`config.mk`:
```
export PLATFORM = sky130hd
export DESIGN_NAME = operand_decoder
export DESIGN_NICKNAME = d
export VERILOG_FILES = /design/src/rtl/operand_decoder.sv
export SDC_FILE = /design/constraint.sdc
export NUM_CORES = 1
export LEC_CHECK = 0
export ABC_AREA = 1
export CORE_MARGIN = 5
export CORE_UTILIZATION = 50
export DETAILED_ROUTE_END_ITERATION = 10
export PLACE_DENSITY = 0.78
export REMOVE_ABC_BUFFERS = 1
export SETUP_SLACK_MARGIN = 0.1
export SLEW_MARGIN = 20
export SYNTH_ARGS = -nofsm -noshare
export SYNTH_HDL_FRONTEND = slang
export SYNTH_SLANG_ARGS = --single-unit
export TNS_END_PERCENT = 10
```
`constraint.sdc`:
```
create_clock -name clk_i -period 3.8 [get_ports clk_i]
set_input_delay 0.38 -clock clk_i [delete_from_list [all_inputs] [get_ports clk_i]]
set_output_delay 0.38 -clock clk_i [all_outputs]
set_load 0.02 [all_outputs]
```
`src/rtl/operand_decoder.sv`:
```
// rtl/operand_decoder.sv - four-state IEEE-754 single-precision operand classifier and magnitude comparator
module operand_decoder #(
    parameter logic [7:0] SAT_SHIFT = 8'd24
) (
    input  logic        clk_i,
    input  logic        rst_ni,
    input  logic        data_valid_i,
    input  logic [31:0] x_i,
    input  logic [31:0] y_i,
    output logic        busy_o,
    output logic        data_valid_o,
    output logic        x_sign_o,
    output logic        y_sign_o,
    output logic [7:0]  x_exp_o,
    output logic [7:0]  y_exp_o,
    output logic [22:0] x_frac_o,
    output logic [22:0] y_frac_o,
    output logic        x_greater_o,
    output logic [7:0]  exp_shift_o,
    output logic        x_infinity_o,
    output logic        y_infinity_o,
    output logic        x_nan_o,
    output logic        y_nan_o,
    output logic        x_zero_o,
    output logic        y_zero_o
);

    typedef enum logic [1:0] {
        IDLE    = 2'd0,
        DECODE  = 2'd1,
        COMPARE = 2'd2,
        DONE    = 2'd3
    } state_t;

    state_t      state_q;
    state_t      state_d;
    logic [31:0] x_q;
    logic [31:0] y_q;

    // Field extraction from the captured operands; denormals flush to zero.
    logic [7:0]  x_exp_w;
    logic [7:0]  y_exp_w;
    logic [22:0] x_frac_raw;
    logic [22:0] y_frac_raw;
    logic        x_zero_w;
    logic        y_zero_w;
    logic        x_max_exp_w;
    logic        y_max_exp_w;

    assign x_exp_w     = x_q[30:23];
    assign y_exp_w     = y_q[30:23];
    assign x_frac_raw  = x_q[22:0];
    assign y_frac_raw  = y_q[22:0];
    assign x_zero_w    = (x_exp_w == 8'h00);
    assign y_zero_w    = (y_exp_w == 8'h00);
    assign x_max_exp_w = (x_exp_w == 8'hFF);
    assign y_max_exp_w = (y_exp_w == 8'hFF);

    // Exponent distance from the registered (post-flush) exponents.
    logic [7:0] exp_diff_w;
    assign exp_diff_w = (x_exp_o >= y_exp_o) ? (x_exp_o - y_exp_o) : (y_exp_o - x_exp_o);

    // State register.
    always_ff @(posedge clk_i or negedge rst_ni) begin
        if (!rst_ni) begin
            state_q <= IDLE;
        end else begin
            state_q <= state_d;
        end
    end

    // Next-state logic and status outputs.
    always_comb begin
        state_d      = state_q;
        busy_o       = 1'b1;
        data_valid_o = 1'b0;
        case (state_q)
            IDLE: begin
                busy_o = 1'b0;
                if (data_valid_i) begin
                    state_d = DECODE;
                end
            end
            DECODE:  state_d = COMPARE;
            COMPARE: state_d = DONE;
            DONE: begin
                data_valid_o = 1'b1;
                state_d      = IDLE;
            end
            default: state_d = IDLE;
        endcase
    end

    // Operand capture on the accept edge only.
    always_ff @(posedge clk_i or negedge rst_ni) begin
        if (!rst_ni) begin
            x_q <= 32'd0;
            y_q <= 32'd0;
        end else if (state_q == IDLE && data_valid_i) begin
            x_q <= x_i;
            y_q <= y_i;
        end
    end

    // Field and class registers, loaded when leaving DECODE.
    always_ff @(posedge clk_i or negedge rst_ni) begin
        if (!rst_ni) begin
            x_sign_o     <= 1'b0;
            y_sign_o     <= 1'b0;
            x_exp_o      <= 8'd0;
            y_exp_o      <= 8'd0;
            x_frac_o     <= 23'd0;
            y_frac_o     <= 23'd0;
            x_infinity_o <= 1'b0;
            y_infinity_o <= 1'b0;
            x_nan_o      <= 1'b0;
            y_nan_o      <= 1'b0;
            x_zero_o     <= 1'b0;
            y_zero_o     <= 1'b0;
        end else if (state_q == DECODE) begin
            x_sign_o     <= x_q[31];
            y_sign_o     <= y_q[31];
            x_exp_o      <= x_exp_w;
            y_exp_o      <= y_exp_w;
            x_frac_o     <= x_zero_w ? 23'd0 : x_frac_raw;
            y_frac_o     <= y_zero_w ? 23'd0 : y_frac_raw;
            x_infinity_o <= x_max_exp_w && (x_frac_raw == 23'd0);
            y_infinity_o <= y_max_exp_w && (y_frac_raw == 23'd0);
            x_nan_o      <= x_max_exp_w && (x_frac_raw != 23'd0);
            y_nan_o      <= y_max_exp_w && (y_frac_raw != 23'd0);
            x_zero_o     <= x_zero_w;
            y_zero_o     <= y_zero_w;
        end
    end

    // Magnitude comparison and saturated shift, loaded when leaving COMPARE.
    always_ff @(posedge clk_i or negedge rst_ni) begin
        if (!rst_ni) begin
            x_greater_o <= 1'b0;
            exp_shift_o <= 8'd0;
        end else if (state_q == COMPARE) begin
            x_greater_o <= (x_exp_o > y_exp_o) ||
                           ((x_exp_o == y_exp_o) && (x_frac_o >= y_frac_o));
            exp_shift_o <= (exp_diff_w > SAT_SHIFT) ? SAT_SHIFT : exp_diff_w;
        end
    end

endmodule
```
==> flow_metrics.tcl, run 1 <==
set metrics [dict create \
    setup_tns_ns 0 \
    syn_to_final_growth_pct 31.0 \
    drc 0 \
    ant_nets 0 \
    rsz0062_at_grt "no" \
    synth_async_sr_flop_share_pct 100 \
    max_slew_margin_pct 34.5 \
    path_depth 17 \
    post_drt_wl_per_cell_um 15.9 \
    worst_pin_slew_ns 0.982 \
    cp_cell_sequence "inv_1 -> ha_1 -> fa_1 -> inv_1 -> nand2_2 -> nand2_2 -> nand2_2 -> nand3_4 -> inv_4 -> nand2_2 -> nand2_1 -> inv_2 -> nand2_2 -> nor2_4 -> nand2_1 -> nand2_1 -> inv_1" \
    cp-start-kind "register" \
    period_needed_ns 2.22 \
    cts_setup_buffers 0 \
    n_antenna_cell 0 \
    leakagePower_nw 4.52 \
    hold_violations 0 \
    die_area_mm2 0.0167 \
    grt_pass1_wl_mm 29.7 \
    final_max_slew_viol_count 0 \
    worstPathMaxFanout 8 \
    status "complete, no violations" \
    seqCellArea_mm2 0.00363 \
    powerDensity_mw_per_mm2 1010 \
    crit_buf_inv 5 \
    io_buffer_count 147 \
    cp_data_required_time_ns 4.11 \
    synth-seq-cells 145 \
    seq_area_frac_synth_pct 51.0 \
    synth_cell_types 34 \
    path_clk_slew_ns 0.05 \
    grt_pass1_vias 6000 \
    netlist_area_mm2 0.00711 \
    timing.fmax_ghz 0.451 \
    ir_worst_vdd_mv 0.507 \
    avgSynthCellArea_um2 8.70 \
    synth_top_area_share_pct 51.0 \
    die_x_um 129 \
    cap_violations 0 \
    dp_hpwl_mm 13.4 \
    antenna_found_initial 1 \
    row_count 43 \
    synth_edf_count 0 \
    holdBufCountCts 0 \
    multi_input_area_mm2 0.00290 \
    crit_top_cell "nand2_2" \
    slowest_delay_ns 0.42 \
    clock_sinks 145 \
    place_congestion 0.887 \
    clock_latency_ns 0.42 \
    setup-violations-final 0 \
    wl_mm 18.4 \
    syn_inst 818 \
    end_kind "register" \
    drt-pass1-iter-count 5 \
    vias 5988 \
    setup_slack_ns 1.58 \
    nNetsFinal 1076 \
    pin_count 148 \
    fillers 1150 \
    hold_class "in2async" \
    synthFlopType "dfrtp_1" \
    drive_gt1_share_pct 7.18 \
    synth_top_cell_by_area "dfrtp_1" \
    cts_root_buf "clkbuf_16" \
    cts-htree-levels 4 \
    die_h_um 129 \
    arrival_ns 2.53 \
    pre_cts_slack_ns 1.56 \
    skew_ns 0.00818 \
    grtUsageTotal_pct 23.0 \
    tritoncts "yes" \
    clockBufferDepth 2 \
    cpMaxStageDelayCell "fa_1" \
    grt_max_degree 100 \
    drt_iter0_markers 311 \
    via_per_inst 5.18 \
    grt-ovfl-total 0 \
    ff2ff_path_depth 17 \
    core_area_mm2 0.0139 \
    period_share_pct 58.4 \
    cpLargestDelayFamily "simple AND/OR/NAND/NOR gates" \
    crit_type "reg2reg" \
    start_util_pct 51.0 \
    cts_resized 0 \
    r2r_setup_slack_ns 1.58 \
    cts_made_buffers 17 \
    ys_warn_count 0 \
    synth.area.top_cells "dfrtp_1 (51%), nand2_1 (8.0%), ha_1 (7.6%), inv_1 (6.7%), a21oi_1 (5.0%)" \
]
## kinds of logic (layout without fill, tap and decap cells)
logic type | count (synthesis) | after routing | share of synthesized area [%]
muxes | 14 | 14 | 2.22
xor gates and xnor gates | 2 | 2 | 0.246
DFF | 145 | 145 | 51.0
adders and majority gates | 45 | 45 | 8.13
buffers and inverters | 158 | 315 | 8.51
and+or+nand+nor | 299 | 299 | 18.3
AOI/OAI and AO/OA | 155 | 155 | 11.6
## worst paths after layout
kind,startpoint,to
setup / recovery,x_exp_o[0],exp_shift_o[4]
hold / removal,rst_ni,x_q[16]
setup reg to reg,x_exp_o[0],exp_shift_o[4]
hold reg to reg,y_sign_o,y_sign_o
max in group asynchronous,rst_ni,x_q[11]
min in group clk_i,y_sign_o,y_sign_o
## worst reg2reg max path: stages, from the launching register on
cell     delay (ns)
dfrtp_1        0.37
inv_1          0.07
ha_1           0.25
fa_1           0.42
inv_1          0.11
nand2_2        0.07
nand2_2        0.07
nand2_2        0.09
nand3_4        0.12
inv_4          0.06
nand2_2        0.06
nand2_1        0.05
inv_2          0.05
nand2_2        0.05
nor2_4         0.13
nand2_1        0.07
nand2_1        0.05
inv_1          0.04
## power breakdown
group          total [mW]  internal [mW]  leakage, nW  switching (mW)
Clock                1.57          0.963        0.266           0.606
Sequential           2.81           2.28         1.68           0.528
Combinational        5.07           2.01         2.57            3.07
## cells in the final DEF (no fill, tap or decap), types with 2 or more instances in the layout
master	Yosys	routed
o21a_1	4	4
a21oi_1	71	71
inv_1	127	127
clkbuf_16	0	17
nor3_1	7	7
nand4_1	17	17
nand3_1	26	26
fa_1	2	2
nand2_1	151	150
nor4_1	9	9
nand3b_1	3	3
nand2_2	9	9
o21ai_0	70	69
clkdlybuf4s50_1	0	146
inv_2	2	2
buf_4	0	6
ha_1	43	42
nor2_1	69	69
o21ai_2	1	2
mux2_2	14	14
dfrtp_1	145	145
o211ai_1	3	3
a22o_1	3	3
xnor2_1	2	2
clkbuf_1	21	5
nor2_4	2	2
and2_1	2	2
clkbuf_8	0	4
or2_2	3	3
clkinv_1	2	2
## final cells by class
cell class | instances | share of cell area [%]
flip-flops and latches | 145 | 38.9
well taps | 180 | 2.42
multi-input cells | 515 | 31.1
inverters | 132 | 5.34
clock inverters | 4 | 0.550
clock buffers | 26 | 5.36
repair buffers | 153 | 16.3
## Yosys cell counts, types with 3 or more instances
cell type and n:
nand3_1 26, mux2_2 14, o21a_1 4, or2_2 3
nor3_1 7, nor2_1 69, nand2_2 9, a22o_1 3
nand4_1 17, nand3b_1 3, nand2_1 151, a21oi_1 71
o21ai_0 70, nor4_1 9, inv_1 127, dfrtp_1 145
o211ai_1 3, ha_1 43, clkbuf_1 21
## layer usage
layer | GRT usage (%) | vias to the layer above | wire (µm)
li1 | - | 2927 | -
met1 | 29.5 | 2819 | 7730
met2 | 37.7 | 200 | 9010
met3 | 5.85 | 40 | 1190
met4 | 8.83 | 2 | 456
met5 | 0 | - | 13
## through the flow
| stage | hold slack, ns | utilization [%] | std cells | total power [mW] | instance area, µm² |
|---|---|---|---|---|---|
| after floorplan | 0.0844 | - | 792 | 6.00 | 7010 |
| after global placement | 0.460 | 62.9 | 1125 | 7.79 | 8770 |
| after detailed placement | 0.463 | 62.9 | 1125 | 7.87 | 8770 |
| after CTS | 0.0939 | 66.9 | 1155 | 9.50 | 9320 |
| after global routing | 0.132 | 66.9 | 1155 | 10.3 | 9320 |
| final | 0.0322 | 66.9 | 1155 | 9.45 | 9320 |
## registers in the layout (all words and copies together) (netlist names)
signal        count
state_q           2
exp_shift_o       8
x_infinity_o      1
x_zero_o          1
x_q              32
y_infinity_o      1
y_exp_o           8
y_q              32
y_nan_o           1
y_zero_o          1
y_sign_o          1
x_frac_o         23
x_sign_o          1
y_frac_o         23
x_exp_o           8
x_greater_o       1
x_nan_o           1
No activity file was read; power rests on OpenSTA's default activity.
==> run 2: changes to the inputs <==
==> constraint.sdc (replaced) <==
create_clock -name clk_i -period 2.1 [get_ports clk_i]
set_input_delay 0.21 -clock clk_i [delete_from_list [all_inputs] [get_ports clk_i]]
set_output_delay 0.21 -clock clk_i [all_outputs]
set_load 0.02 [all_outputs]
==> run 2 against run 1 <==
Compared with the run above: routed wire length increased by 4.8%; first-iteration DRC count is 46% higher; fmax up 10%; worst hold slack improved by 0.24 ns; count of clock-buffer cells in the layout is 6 lower; flip-flop and latch count did not move; die area unchanged; sequential power grew 82%; power up 96%; global-route usage grew 0.69 points; largest power group unchanged; highest routed layer unchanged; combinational power up 97%.
==> flow_metrics.tcl, run 2 (synthesized netlist as in run 1, its figures left out) <==
set metrics [dict create \
    status "complete, no violations" \
    pre_cts_slack_ns -0.0300 \
    drt_iter0_markers 455 \
    p_comb_share_pct 54.2 \
    post_drt_wl_per_cell_um 16.3 \
    arrival_ns 2.33 \
    hold_slack_ns 0.276 \
    worst_pin_slew_ns 0.550 \
    grt_max_degree 56 \
    cellInternalPower_mw 10.5 \
    ir_worst_vdd_mv 0.979 \
    via_per_inst 5.29 \
    core_area_mm2 0.0139 \
    end_kind "register" \
    grt_pass1_wl_mm 31.0 \
    final_core_util_pct 70.2 \
    drt-pass1-iter-count 8 \
    grt_pass1_vias 6265 \
    die_x_um 129 \
    clock_sinks 145 \
    pin_count 148 \
    antenna_found_initial 2 \
    skew_ns 0.00739 \
    setup_slack_ns 0.0862 \
    timing.fmax_ghz 0.497 \
    powerDensity_mw_per_mm2 1890 \
    io_buffer_count 147 \
    cap_violations 0 \
    hold_class "in2async" \
    path_clk_slew_ns 0.06 \
    worstPathMaxFanout 5 \
    grt-ovfl-total 0 \
    switching_power_mw 8.01 \
    n_antenna_cell 0 \
    drive_gt1_share_pct 12.0 \
    crit_type "reg2reg" \
    rsz0062_at_grt "yes" \
    ff2ff_path_depth 13 \
    cp_data_required_time_ns 2.41 \
    vias 6238 \
    pwr-share-seq_pct 27.6 \
    fillers 1080 \
    clockBufferDepth 2 \
    drc 0 \
    ant_nets 0 \
    setup_tns_ns 0 \
    wl_mm 19.3 \
    place_congestion 0.974 \
    grtUsageTotal_pct 23.7 \
    cts-htree-levels 4 \
    start_util_pct 51.0 \
    period_needed_ns 2.01 \
    tritoncts "yes" \
    hold_violations 0 \
    setup-violations-final 0 \
    cp-start-kind "register" \
    p_clk_share_pct 18.2 \
    die_h_um 129 \
    swShare_pct 43.2 \
    row_count 43 \
    nNetsFinal 1099 \
    cts_root_buf "clkbuf_16" \
    cts_made_buffers 17 \
    max_slew_margin_pct 63.3 \
    final_max_slew_viol_count 0 \
    final_cell_mix "nand2_1 (145), dfrtp_1 (145), clkdlybuf4s50_1 (145)" \
    period_share_pct 95.9 \
    leakagePower_nw 4.70 \
    die_area_mm2 0.0167 \
    dp_hpwl_mm 13.9 \
    clock_latency_ns 0.42 \
    reg_top3 "x_q (32), y_q (32)" \
    syn_to_final_growth_pct 37.6 \
]
## run 2: cell types whose count changed in the layout (fill, tap and decap cells not counted), sizes merged, moves of 2 or more
cell      delta
bufinv       +4
buf         +22
clkinvlp     +2
clkbuf       -6
inv          +2
## run 2: power by group through the flow
stage | Combinational (mW) | Sequential [mW] | Clock (mW)
final | 10.0 | 5.11 | 3.37
after global routing | 11.2 | 5.26 | 3.52
after CTS | 9.65 | 5.07 | 3.40
after detailed placement | 9.41 | 5.09 | 0
after global placement | 9.32 | 5.05 | 0
after floorplan | 5.17 | 5.70 | 0
## run 2: worst paths after layout
| path | start | end | slack (ns) |
|---|---|---|---|
| min | rst_ni | y_q[15] | 0.28 |
| max | x_exp_o[0] | exp_shift_o[4] | 0.09 |
| min reg2reg | x_q[31] | x_sign_o | 0.47 |
| max in group asynchronous | rst_ni | x_exp_o[3] | 1.19 |
| min in group clk_i | y_i[14] | y_q[14] | 0.36 |
| max reg2reg | x_exp_o[0] | exp_shift_o[4] | 0.09 |
## run 2: stage by stage
step / total power [mW] / instances / cell area, µm²
5_1_grt: 19.9 / 1180 / 9790
3_3_place_gp: 14.4 / 1140 / 8940
4_1_cts: 18.1 / 1175 / 9640
2_1_floorplan: 10.9 / 792 / 7010
6_report: 18.5 / 1180 / 9790
3_5_place_dp: 14.5 / 1140 / 8940
## run 2: worst max-delay path, stage by stage (launching register included)
cell     delay, ns
dfrtp_1       0.39
buf_4         0.14
ha_2          0.21
fa_2          0.35
inv_1         0.09
nand2_1       0.09
nand4_1       0.10
nand3_1       0.08
nand2_1       0.07
nand2_2       0.07
nor2_4        0.14
nand2_1       0.08
nand2_1       0.06
inv_1         0.03
## run 2: cell type report
type                            count  area (µm²)  share of cell area, %
Clock inverter                     12         204                   2.08
Timing Repair Buffer              176        1760                   18.0
Multi-Input combinational cell    515        3010                   30.8
Clock buffer                       20         457                   4.67
Tap cell                          180         225                   2.30
Inverter                          132         498                   5.09
Sequential cell                   145        3630                   37.1
## run 2: repair_timing
item,4_1_cts,5_1_grt
hold buffers,1,0
setup endpoints to repair,6,7
pin swaps,1,4
endpoints found under the hold margin,42,0
buffers inserted,2,5
gates resized for setup,6,25
## run 2: per-layer routing
layer / track usage [%] / vias to the layer above / part of all wire [%]
li1: - / 2974 / -
met1: 30.7 / 2971 / 42
met2: 39.2 / 252 / 48
met3: 5.52 / 37 / 6.8
met4: 8.40 / 4 / 2.4
met5: 0 / - / 0.073
==> run 3: changes to the inputs <==
--- a/config.mk
+++ b/config.mk
@@ -6,6 +6,7 @@
 export NUM_CORES = 1
 export LEC_CHECK = 0
 export ABC_AREA = 1
+export CAP_MARGIN = 15
 export CORE_MARGIN = 5
 export CORE_UTILIZATION = 50
 export DETAILED_ROUTE_END_ITERATION = 10
==> results of run 3 <==
Same layout as run 2: the final DEF is identical, and so are final timing and power.
